==> src/rtl/retraso_vc_param_if.sv <==
// Bundle of virtual-channel data/empty flags and pipeline controls between the
// VC FIFOs (master side) and the retiming stage (slave side).
interface retraso_vc_param_if #(
  parameter int NUM_VC = 2,
  parameter int DATA_W = 6
);
  logic [NUM_VC*DATA_W-1:0] vc_data;
  logic [NUM_VC-1:0]        vc_empty;
  logic [NUM_VC-1:0]        pop_delay;
  logic                     stall;
  logic                     flush;
  logic [NUM_VC*DATA_W-1:0] vc_data_retrasado;
  logic [NUM_VC-1:0]        vc_empty_retrasado;
  logic [NUM_VC-1:0]        vc_drained;

  modport master (
    output vc_data, vc_empty, pop_delay, stall, flush,
    input  vc_data_retrasado, vc_empty_retrasado, vc_drained
  );

  modport slave (
    input  vc_data, vc_empty, pop_delay, stall, flush,
    output vc_data_retrasado, vc_empty_retrasado, vc_drained
  );
endinterface

==> src/rtl/retraso_vc_param.sv <==
// DEPTH-stage retiming of NUM_VC data/empty channels with stall, flush and drain pulse.
// Optional feature macro: RETRASO_POP_GATE_EN (stage-0 capture gated by pop_delay).
module retraso_vc_param #(
  parameter int NUM_VC = 2,
  parameter int DATA_W = 6,
  parameter int DEPTH  = 1
) (
  input  logic                 clk,
  input  logic                 reset,
  retraso_vc_param_if.slave    bus
);

  if (DEPTH < 1) begin : g_depth_check
    $error("retraso_vc_param: DEPTH must be at least 1");
  end

  logic [NUM_VC*DATA_W-1:0] data_p  [DEPTH];
  logic [NUM_VC-1:0]        empty_p [DEPTH];
  logic [NUM_VC-1:0]        drained_q;
  logic [NUM_VC*DATA_W-1:0] data_in;
  logic [NUM_VC-1:0]        empty_in;
  logic [NUM_VC-1:0]        empty_last_nxt;

  // Stage-0 source: raw inputs, or a bubble for channels not popped this cycle
`ifdef RETRASO_POP_GATE_EN
  always_comb begin
    data_in  = '0;
    empty_in = '1;
    for (int i = 0; i < NUM_VC; i++) begin
      if (bus.pop_delay[i]) begin
        data_in[i*DATA_W +: DATA_W] = bus.vc_data[i*DATA_W +: DATA_W];
        empty_in[i]                 = bus.vc_empty[i];
      end
    end
  end
`else
  logic unused_pop_delay;
  assign unused_pop_delay = ^bus.pop_delay;
  assign data_in          = bus.vc_data;
  assign empty_in         = bus.vc_empty;
`endif

  // Value the last stage's empty flag takes on the next shift edge
  if (DEPTH == 1) begin : g_last_from_in
    assign empty_last_nxt = empty_in;
  end else begin : g_last_from_prev
    assign empty_last_nxt = empty_p[DEPTH-2];
  end

  // Stages 0..DEPTH-1 plus the drain-pulse register
  always_ff @(posedge clk) begin
    if (reset || bus.flush) begin
      for (int s = 0; s < DEPTH; s++) begin
        data_p[s]  <= '0;
        empty_p[s] <= '1;
      end
      drained_q <= '0;
    end else if (!bus.stall) begin
      data_p[0]  <= data_in;
      empty_p[0] <= empty_in;
      for (int s = 1; s < DEPTH; s++) begin
        data_p[s]  <= data_p[s-1];
        empty_p[s] <= empty_p[s-1];
      end
      drained_q <= empty_last_nxt & ~empty_p[DEPTH-1];
    end
  end

  assign bus.vc_data_retrasado  = data_p[DEPTH-1];
  assign bus.vc_empty_retrasado = empty_p[DEPTH-1];
  assign bus.vc_drained         = drained_q;

endmodule
==> src/flat_wrapper.sv <==
// flat-port wrapper written by rule: the top's interface ports become plain ports
module retraso_vc_param_flat 
#(
  parameter int NUM_VC = 2,
  parameter int DATA_W = 6,
  parameter int DEPTH  = 1
)
  (clk, reset, bus_vc_data, bus_vc_empty, bus_pop_delay, bus_stall, bus_flush, bus_vc_data_retrasado, bus_vc_empty_retrasado, bus_vc_drained);
  retraso_vc_param_if #(.NUM_VC(NUM_VC), .DATA_W(DATA_W)) bus_i ();
  input  logic clk;
  input  logic reset;
  input wire logic [$bits(bus_i.vc_data)-1:0] bus_vc_data;
  input wire logic [$bits(bus_i.vc_empty)-1:0] bus_vc_empty;
  input wire logic [$bits(bus_i.pop_delay)-1:0] bus_pop_delay;
  input wire logic [$bits(bus_i.stall)-1:0] bus_stall;
  input wire logic [$bits(bus_i.flush)-1:0] bus_flush;
  output wire logic [$bits(bus_i.vc_data_retrasado)-1:0] bus_vc_data_retrasado;
  output wire logic [$bits(bus_i.vc_empty_retrasado)-1:0] bus_vc_empty_retrasado;
  output wire logic [$bits(bus_i.vc_drained)-1:0] bus_vc_drained;
  assign bus_i.vc_data = bus_vc_data;
  assign bus_i.vc_empty = bus_vc_empty;
  assign bus_i.pop_delay = bus_pop_delay;
  assign bus_i.stall = bus_stall;
  assign bus_i.flush = bus_flush;
  assign bus_vc_data_retrasado = bus_i.vc_data_retrasado;
  assign bus_vc_empty_retrasado = bus_i.vc_empty_retrasado;
  assign bus_vc_drained = bus_i.vc_drained;
  retraso_vc_param #(.NUM_VC(NUM_VC), .DATA_W(DATA_W), .DEPTH(DEPTH)) u_core (.clk(clk), .reset(reset), .bus(bus_i));
endmodule
==> config.mk <==
export PLATFORM = sky130hd
export DESIGN_NAME = retraso_vc_param_flat
export DESIGN_NICKNAME = d
export VERILOG_FILES = /design/src/rtl/retraso_vc_param_if.sv /design/src/rtl/retraso_vc_param.sv /design/src/flat_wrapper.sv
export SDC_FILE = /design/constraint.sdc
export NUM_CORES = 1
export LEC_CHECK = 0
export ABC_AREA = 1
export BUFFER_PORTS_ARGS = -buffer_cell sky130_fd_sc_hd__buf_2
export CAP_MARGIN = 20
export CELL_PAD_IN_SITES_DETAIL_PLACEMENT = 0
export CELL_PAD_IN_SITES_GLOBAL_PLACEMENT = 1
export CORE_AREA = 3 3 52 54
export DETAILED_ROUTE_END_ITERATION = 6
export DIE_AREA = 0 0 55 57
export PLACE_DENSITY = 0.82
export SKIP_LAST_GASP = 1
export SYNTH_ARGS = -nofsm -noshare
export SYNTH_HDL_FRONTEND = slang
export SYNTH_SLANG_ARGS = --single-unit
export TNS_END_PERCENT = 1
==> constraint.sdc <==
create_clock -name clk -period 1.11 [get_ports clk]
set_clock_uncertainty 0.1 [all_clocks]
set_input_delay 0.1665 -clock clk [delete_from_list [all_inputs] [get_ports clk]]
set_output_delay 0.1665 -clock clk [all_outputs]
set_load 0.1 [all_outputs]
Word-level counts from Yosys, hierarchy flattened
Memory sizes are Yosys's and may differ from the RTL's.
Cells that the tools add are included.
{ "word_totals": {"ff_bits": 2, "ramBits": 14, "in_bits": 20, "out_inout_bits": 16, "wordCells": 17, "n_memories": 2} }
{ "mem_list": {"columns": ["memory", "depth", "word_bits", "rd", "rd_clocked_by_memory_dff", "write_ports", "line", "source"], "rows": [
  ["u_core.data_p", 1, 12, 1, 0, 1, "retraso_vc_param.sv:17", "logic [NUM_VC*DATA_W-1:0] data_p [DEPTH];"],
  ["u_core.empty_p", 1, 2, 1, 0, 1, "retraso_vc_param.sv:18", "logic [NUM_VC-1:0] empty_p [DEPTH];"]
]} }
{ "op_classes": {"n_mux": 9, "n_bitwise": 2, "reduce_logical": 3} }
{ "ops": {"columns": ["cell", "n"], "rows": [
  ["$mux W12", 1],
  ["$reduce_or A12 Y1", 1],
  ["$mux W1", 7],
  ["$and A2 B2 Y2", 1],
  ["$mux W2", 1],
  ["$not A2 Y2", 1],
  ["$reduce_or A2 Y1", 1],
  ["$logic_or A1 B1 Y1", 1]
]} }

Longest topological paths before layout
{ "depth": {"depth_word": 5, "ltp_mapped": 4, "depth_no_buf": 4} }

Least setup slack after synthesis
Ideal clock, no wire load.
{ "synth_timing": {"path_kind": "register -> register", "from": "memory u_core.empty_p[0][1]", "to": "register u_core.drained_q[1], in the netlist u_core.bus.vc_drained[1]", "setup_ps": 116, "arrival_ps": 1157, "required_ps": 894, "path_slack_ps": -263, "path_stages_with_launch": 4, "path_buffers": 0, "period_less_slack_ps": 1373, "path_cell_list": "edfxtp_1 -> nor2_1 -> nand3_1 -> nand2_1"} }
{ "synth_between": {"elab_chain_len": 3} }
{ "synth_rtl": {"columns": ["element", "line", "source"], "rows": [
  ["start, declared", "retraso_vc_param.sv:18", null],
  ["$mem_v2 Z1 W2", null, null],
  ["$not A2 Y2", "retraso_vc_param.sv:65", "drained_q <= empty_last_nxt & ~empty_p[DEPTH-1];"],
  ["$and A2 B2 Y2", "retraso_vc_param.sv:65", null],
  ["end signal, assigned", "retraso_vc_param.sv:65", null],
  ["end, declared", "retraso_vc_param.sv:19", "logic [NUM_VC-1:0] drained_q;"]
]} }
Every way passes these cells.
A chain may end at the register's enable or synchronous reset.

Final worst setup path
{ "layout_timing": {"from": "memory u_core.empty_p[0][1]", "to": "output bus_vc_empty_retrasado[1]"} }
{ "layout_between": {"elab_chain_len": 1} }
{ "layout_rtl": {"columns": ["element", "line", "source"], "rows": [
  ["$mem_v2 Z1 W2", null, null],
  ["end, declared", "flat_wrapper.sv:18", "output wire logic [$bits(bus_i.vc_empty_retrasado)-1:0] bus_vc_empty_retrasado;"]
]} }
Every way passes these cells.

==> reports/qor.yml <==
cts:
  post_cts_resized: 0
  root_buffer: "clkbuf_4"
  cts_made_buffers: 3
  cts_tree: "built"
  path_clk_slew_ps: 80
  htreeDepth: 1
  clock-sinks: 16
  ctsHoldBuffers: 0
  clkLatencyLatePin_ps: 270
  clk_path_buf_depth: 2
status:
  violations: "setup timing"
  outcome: "finished, violations left"
synthesis:
  synth.top_cells.by_count: "16 x inv_1, 14 x edfxtp_1, 9 x nor2_2"
  synth_edf_count: 14
  synth_ff_type: "edfxtp_1"
  async_flop_share: 0
  synth_top_area_share: 0.622
  synthDistinctLibCells: 10
  synth_area_um2: 676
  synth_largest_area_cell: "edfxtp_1"
  synth.area.top_cells: "edfxtp_1 62%, inv_1 8.9%, nor2_2 8.3%"
  yosys_warnings: 0
  synth_seq_cells: 16
  seq_area_frac_synth: 0.681
  synth_fp_nets: 78
  synthMostInstantiatedCell: "inv_1"
  avgSynthCellArea_um2: 11.6
  synthCells: 58
power_and_ir_drop:
  power_density_nw_per_um2: 1250
  worst_ir_drop_vdd_mv: 0.788
  finalPower_mw: 1.49
  p_leak_nw: 0.570
routing:
  finalWirelength_um: 1290
  via_count: 490
  drc: 0
  ant_nets: 0
  firstDrtPassIters: 3
  vias_per_cell: 3.89
  wl_per_cell_um: 10.2
  drt_iter0_drc: 7
final_layout:
  fin_nets: 119
  layout-drive-gt1-share: 0.531
  nFillCells: 214
  antenna_cells: 0
  area_delta_synth_final_pct: 75.6
timing:
  fin_crit_sh: 1.06
  setup_viol: 14
  fin_tns_setup_ps: -622
  grt_setup_unrepaired: "true"
  setup_ws_ps: -69.9
  hold_viol_final: 0
  fin_crit_ps: 1180
  tightest_slew_ps: 178
  slew_headroom: 0.881
  maxSlewViolCount: 0
  clock.fmax_mhz: 848
global_route:
  grt_overflow: 0
  grt_pass1_vias: 490
  grt_pass1_wl_um: 2170
  grt.total_usage: 0.100
  grt_max_degree: 15
  antenna_found_initial: 0
critical_path:
  worstPathCellList: "buf_12"
  critPathArrivalTime_ps: 910
  critPathMaxFanout: 2
  endpoint_kind: "primary output"
  slowest_stage: "edfxtp_1"
  cp_top_family: "flip-flops"
  setup.worst_path.class: "reg -> out"
  crit_path_start_kind: "flop"
  critPathBufInv: 1
  cp.required_ps: 840
  cpPeakStageDelay_ps: 440
die:
  coreArea_um2: 2250
  io_pins: 36
  die_area_um2: 3140
  die_x_um: 55
  die_h_um: 57
  initial_utilization: 0.300
  rows: 17
place:
  place_congestion: 0.730
  port_buffers: 33
  dpl.hpwl_um: 1070
hold_path:
  hp-class: "in -> reg"
flow_run:
  maxCapViolCount: 0
## worst paths after layout
path	from	end	slack [ps]	cells past startpoint
max	u_core.empty_p[0][1]	bus_vc_empty_retrasado[1]	-70	1
min	bus_vc_empty[0]	u_core.empty_p[0][0]	70	3
max reg2reg	u_core.empty_p[0][0]	u_core.bus.vc_drained[0]	110	4
min reg2reg	u_core.bus.vc_drained[1]	u_core.bus.vc_drained[1]	410	2
## cell type report
type,instances,area [µm²],area share
multi-input cells,25,144,0.121
flip-flops and latches,16,460,0.388
clock buffers,4,26.3,0.0222
repair buffers,37,460,0.388
inverters,16,60.1,0.0506
well taps,28,35.0,0.0295
## cell families after synthesis
| family | synth area share |
|---|---|
| buf+inv | 0.106 |
| flops | 0.681 |
| simple gates | 0.213 |
## per-stage QoR
stage	hold slack [ps]	setup WS (ps)	instance area, µm²	util	instances
detailed placement	348	25.2	1150	0.511	121
finish	70.1	-69.9	1190	0.526	126
CTS	53.4	-90.4	1190	0.526	126
floorplan	205	-230	676	-	58
global placement	336	40.1	1150	0.511	121
global route	56.1	-124	1190	0.526	126
## tightest hold or removal path: cells and delay by family
family,cells,cell delay (ps)
buffers and inverters,2,110
AND/OR/NAND/NOR,1,60
## registers in the layout (all words and copies together), names as in the netlist
name and count:
u_core.data_p 12, u_core.bus.vc_drained 2, u_core.empty_p 2
## cell usage in the layout, fill, tap and decap left out, drive strengths merged
master	instances
edfxtp	14
dfxtp	2
inv	16
nor2	15
nand3	4
buf	37
nand2	6
clkbuf	4
## what timing repair did
action,in CTS,in global routing
buffers inserted,1,0
endpoints found under the setup margin,16,16
endpoints found under the hold margin,0,0
## layer usage
metal | global-route usage | up-vias | share of wire
li1 | - | 257 | -
met3 | 0.0157 | 2 | 0.051
met5 | 0 | - | 0
met1 | 0.104 | 212 | 0.32
met4 | 0.0833 | 0 | 0.021
met2 | 0.169 | 19 | 0.61
## power by group
group | internal, mW | leakage [nW] | switching (mW)
logic | 0.169 | 0.383 | 0.303
registers | 0.687 | 0.172 | 0.0273
clock network | 0.139 | 0.0150 | 0.159
total | 0.996 | 0.570 | 0.490
No activity file was read; power rests on OpenSTA's default activity.
